--- src/rtl/pio_divider_meter.sv ---
// Measures the rate of a PIO clock-enable pulse train over 2^LOG2_PULSES pulses
// and reports it as a 16.8 fixed-point divisor.
module pio_divider_meter #(
  parameter int unsigned LOG2_PULSES = 8,
  parameter int unsigned TIMEOUT     = 131072
) (
  input  logic        clk,
  input  logic        reset,
  input  logic        penable,
  input  logic        start,
  output logic        busy,
  output logic        done,
  output logic        valid,
  output logic [15:0] meas_int,
  output logic [7:0]  meas_frac,
  output logic        overflow,
  output logic        timeout
);

  localparam int unsigned CYC_W = 17 + LOG2_PULSES;
  localparam int unsigned PUL_W = LOG2_PULSES + 1;
  localparam int unsigned WD_W  = $clog2(TIMEOUT) + 1;
  localparam int unsigned RES_W = CYC_W + 9;

  localparam logic [PUL_W-1:0] PUL_LAST = PUL_W'((1 << LOG2_PULSES) - 1);
  localparam logic [WD_W-1:0]  WD_LIMIT = WD_W'(TIMEOUT - 1);

  typedef enum logic [1:0] {
    IDLE,
    SYNC,
    MEASURE
  } state_t;

  state_t           state;
  logic [CYC_W-1:0] cyc_cnt;
  logic [PUL_W-1:0] pulse_cnt;
  logic [WD_W-1:0]  wd_cnt;

  logic [CYC_W:0]   cyc_total_c;
  logic [RES_W-1:0] scaled_c;
  logic             sat_c;
  logic [23:0]      result_c;

  // Divisor for a completion this cycle: count includes the final pulse cycle.
  always_comb begin
    cyc_total_c = {1'b0, cyc_cnt} + (CYC_W + 1)'(1);
    scaled_c    = {cyc_total_c, 8'h00} >> LOG2_PULSES;
    sat_c       = |scaled_c[RES_W-1:24];
    result_c    = sat_c ? 24'hFF_FFFF : scaled_c[23:0];
  end

  always_ff @(posedge clk) begin
    if (reset) begin
      state     <= IDLE;
      busy      <= 1'b0;
      done      <= 1'b0;
      valid     <= 1'b0;
      overflow  <= 1'b0;
      timeout   <= 1'b0;
      meas_int  <= '0;
      meas_frac <= '0;
      cyc_cnt   <= '0;
      pulse_cnt <= '0;
      wd_cnt    <= '0;
    end else begin
      done <= 1'b0;
      case (state)
        IDLE: begin
          if (start) begin
            state     <= SYNC;
            busy      <= 1'b1;
            valid     <= 1'b0;
            overflow  <= 1'b0;
            timeout   <= 1'b0;
            cyc_cnt   <= '0;
            pulse_cnt <= '0;
            wd_cnt    <= '0;
          end
        end

        // The first pulse seen only marks time zero; it is not counted.
        SYNC: begin
          if (penable) begin
            state     <= MEASURE;
            cyc_cnt   <= '0;
            pulse_cnt <= '0;
            wd_cnt    <= '0;
          end else if (wd_cnt == WD_LIMIT) begin
            state   <= IDLE;
            busy    <= 1'b0;
            done    <= 1'b1;
            valid   <= 1'b0;
            timeout <= 1'b1;
          end else begin
            wd_cnt <= wd_cnt + WD_W'(1);
          end
        end

        MEASURE: begin
          if (cyc_cnt != '1) begin
            cyc_cnt <= cyc_cnt + CYC_W'(1);
          end
          if (penable) begin
            if (pulse_cnt == PUL_LAST) begin
              state     <= IDLE;
              busy      <= 1'b0;
              done      <= 1'b1;
              valid     <= 1'b1;
              overflow  <= sat_c;
              meas_int  <= result_c[23:8];
              meas_frac <= result_c[7:0];
            end else begin
              pulse_cnt <= pulse_cnt + PUL_W'(1);
              wd_cnt    <= '0;
            end
          end else if (wd_cnt == WD_LIMIT) begin
            state   <= IDLE;
            busy    <= 1'b0;
            done    <= 1'b1;
            valid   <= 1'b0;
            timeout <= 1'b1;
          end else begin
            wd_cnt <= wd_cnt + WD_W'(1);
          end
        end

        default: state <= IDLE;
      endcase
    end
  end

endmodule

--- config.mk ---
export PLATFORM = sky130hd
export DESIGN_NAME = pio_divider_meter
export DESIGN_NICKNAME = d
export VERILOG_FILES = /design/src/rtl/pio_divider_meter.sv
export SDC_FILE = /design/constraint.sdc
export NUM_CORES = 1
export LEC_CHECK = 0
export ABC_CLOCK_PERIOD_IN_PS = 6400
export BUFFER_PORTS_ARGS = -buffer_cell sky130_fd_sc_hd__buf_2
export CORE_MARGIN = 5
export CORE_UTILIZATION = 55
export DETAILED_ROUTE_END_ITERATION = 12
export GPL_TIMING_DRIVEN = 0
export MAX_ROUTING_LAYER = met4
export PLACE_DENSITY = 0.74
export SLEW_MARGIN = 5
export SYNTH_ARGS = -nofsm -noshare
export SYNTH_HDL_FRONTEND = slang
export SYNTH_SLANG_ARGS = --single-unit
--- constraint.sdc ---
create_clock -name clk -period 6.4 [get_ports clk]
set_clock_uncertainty 0.2 [all_clocks]
set_input_delay 0.64 -clock clk [delete_from_list [all_inputs] [get_ports clk]]
set_output_delay 0.64 -clock clk [all_outputs]
set_load 0.02 [all_outputs]
==> flow_summary.ini <==
[setup_path]
worstPathMaxFanout = 10
rr_endpoint = wd_cnt[11]
max_stage_delay_ns = 0.67
critPathKind = reg2reg
r2r_cells = 10
cp.required_ns = 6.48
r2r-start = pulse_cnt[0]
cp_num_buf_inv = 1
startpoint_type = flip-flop
rrSetupSlack_ns = 3.34
endpoint_kind = flip-flop
cp_cell_sequence = ha_1 -> and3_1 -> and3_1 -> ha_1 -> and3_1 -> buf_2 -> nor3_1 -> and3_1 -> a21oi_1 -> a311oi_1
cp.arrival_ns = 3.14
crit_family = simple AND/OR/NAND/NOR gates
cpMaxStageDelayCell = nor3_1
path_common_cell = and3_1

[detailed_routing]
drcViolationCount = 0
route.detailed.wl_per_inst_um = 17.3
ant_nets = 0
first_pass_iters = 5
detail_route.iter0.violations = 309
routed_wl_mm = 12.1
vias_per_cell = 6.30
vias = 4401

[finish]
area_growth_pct = 10.6
nFillCells = 758
diodes = 0
final_util = 0.614
final_layout_size_suffix_gt1_frac = 0.135
nets = 601

[run]
drv_cap = 0

[timing]
period_needed_ns = 3.06
max_freq_mhz = 327
drv_slew = 0
period_share = 0.478
rsz0062_at_grt = false
hold_slack_ns = 0.283
worst_pin_slew_ns = 0.885
setup_tns_ns = 0
setup_violations = 0
finalHoldViolCount = 0
relSlewSlack = 0.405

[placed_design]
place_congestion = 0.977
hpwl_mm = 8.69
io_buffer_count = 32

[floorplanning]
rows = 33
dieArea_um2 = 10100
start_util = 0.555
die_height_um = 100
core_um2 = 8090
pin_count = 33
die_w_um = 100

[synth]
synth_warnings = 0
syn_avg_cell_area_um2 = 8.23
synth-edff-count = 0
syn_nets = 558
yosys_register_bits = 83
synthFlopType = dfxtp_1
ys_types = 63
ys_seq_area_frac = 0.370
async_reset_ff_frac = 0
syn_area_um2 = 4490
syn-instance-count = 546

[clocking]
h-tree-depth = 3
postCtsSetupRepairBufs = 0
cts_tree = yes
clock_latency_ns = 0.36
root_buffer = clkbuf_8
cts_max_path_buffers = 2
cts_hold_buffers = 0
cts.repair.resized = 0
cts_buffers = 9
path_clk_slew_ns = 0.09
cts_sinks = 83

[global_route]
grt_overflow_total = 0
grt_pass1_wl_mm = 20.6
grt_pass1_vias = 4221
antenna_found_initial = 0
track_usage = 0.258
grt_max_degree = 14

[hold_path]
min_to = valid
hold-path-cell-count = 2
worstHoldStart = valid
hp-class = reg2reg

[status]
status = finished clean

[pwr]
power_mw = 1.03
ir_worst_vdd_uv = 112
p_per_area_nw_per_um2 = 208
p_leak_nw = 1.75
synth_stat cells (11+ instances only):
| cell | instances | area [um2] |
|---|---|---|
| dfxtp_1 | 83 | 1660 |
| nand2_1 | 56 | 210 |
| a21oi_1 | 53 | 265 |
| nand3_1 | 36 | 180 |
| o21ai_0 | 34 | 170 |
| nor2_1 | 28 | 105 |
| clkbuf_1 | 18 | 67.6 |
| xor2_1 | 16 | 140 |
| nand4_1 | 15 | 93.8 |
| o211ai_1 | 14 | 105 |
| and3_1 | 13 | 81.3 |
| buf_2 | 13 | 65.1 |
| inv_1 | 12 | 45.0 |
| xnor2_1 | 12 | 105 |
| or3_1 | 11 | 68.8 |
metal layers:
metal | up-vias | part of all wire | track usage
met3 | 28 | 0.068 | 0.0341
met5 | - | 0 | -
met1 | 2095 | 0.45 | 0.345
li1 | 2120 | - | -
met2 | 158 | 0.45 | 0.393
met4 | 0 | 0.025 | 0.111
area by class of cell:
class	instances	area (um2)	share of cell area
repair buffers	32	160	0.0322
inverters	14	52.6	0.0106
flip-flops and latches	83	1660	0.334
plain buffers	36	164	0.0330
multi-input cells	413	2620	0.526
clock buffers	12	135	0.0272
clock inverters	4	51.3	0.0103
well taps	105	131	0.0264
worst max path at each step:
| stage | from | to | slack (ns) | cells past startpoint |
|---|---|---|---|---|
| 2_1_floorplan | pulse_cnt[0] | wd_cnt[11] | 3.84 | 10 |
| 3_3_place_gp | pulse_cnt[0] | wd_cnt[11] | 3.39 | 10 |
| 3_5_place_dp | pulse_cnt[0] | wd_cnt[11] | 3.34 | 10 |
| 4_1_cts | pulse_cnt[0] | wd_cnt[11] | 3.36 | 10 |
| 5_1_grt | pulse_cnt[0] | wd_cnt[2] | 3.07 | 10 |
| 6_report | pulse_cnt[0] | wd_cnt[11] | 3.34 | 10 |
stage by stage:
step / setup slack [ns] / std cells / instance area [um2]
4_1_cts: 3.36 / 699 / 4970
5_1_grt: 3.07 / 699 / 4970
3_5_place_dp: 3.34 / 683 / 4790
3_3_place_gp: 3.39 / 683 / 4790
6_report: 3.34 / 699 / 4970
2_1_floorplan: 3.84 / 546 / 4490
worst register-to-register path, cell delays in order (launching register included):
cell and delay [ns]:
dfxtp_1 0.33, ha_1 0.22, and3_1 0.18, and3_1 0.18, ha_1 0.22, and3_1 0.19
buf_2 0.19, nor3_1 0.67, and3_1 0.30, a21oi_1 0.07, a311oi_1 0.23
layout by cell type (no fill, tap or decap), drive strengths merged, types with 12 or more instances in the layout:
cell type / instances
a21oi: 53
and3: 13
buf: 49
clkbuf: 31
dfxtp: 83
inv: 14
nand2: 56
nand3: 36
nand4: 17
nor2: 28
o211ai: 14
o21ai: 34
or3: 12
xnor2: 12
xor2: 16
cells by family (layout without fill, tap and decap cells):
family / after synthesis / in the layout / synth area share
adder cells (fa/ha/maj): 8 / 8 / 0.0223
AO/OA/AOI/OAI: 153 / 153 / 0.225
buffers and inverters: 50 / 98 / 0.0482
multiplexers: 5 / 5 / 0.0114
XOR/XNOR: 28 / 28 / 0.0546
flip-flops: 83 / 83 / 0.370
AND/OR/NAND/NOR: 219 / 219 / 0.269
sequential cells by signal, indices dropped and copies added, names as in the netlist:
signal / count
meas_int: 16
timeout: 1
meas_frac: 8
state: 2
pulse_cnt: 9
busy: 1
wd_cnt: 18
done: 1
overflow: 1
cyc_cnt: 25
valid: 1
report_power, final:
| group | switching [mW] | leakage, nW | internal, mW |
|---|---|---|---|
| combinational | 0.0954 | 0.993 | 0.0373 |
| clock | 0.191 | 0.0906 | 0.181 |
| sequential | 0.00546 | 0.669 | 0.522 |
| total | 0.292 | 1.75 | 0.740 |
Note: power is estimated with default switching activity, not from simulation.
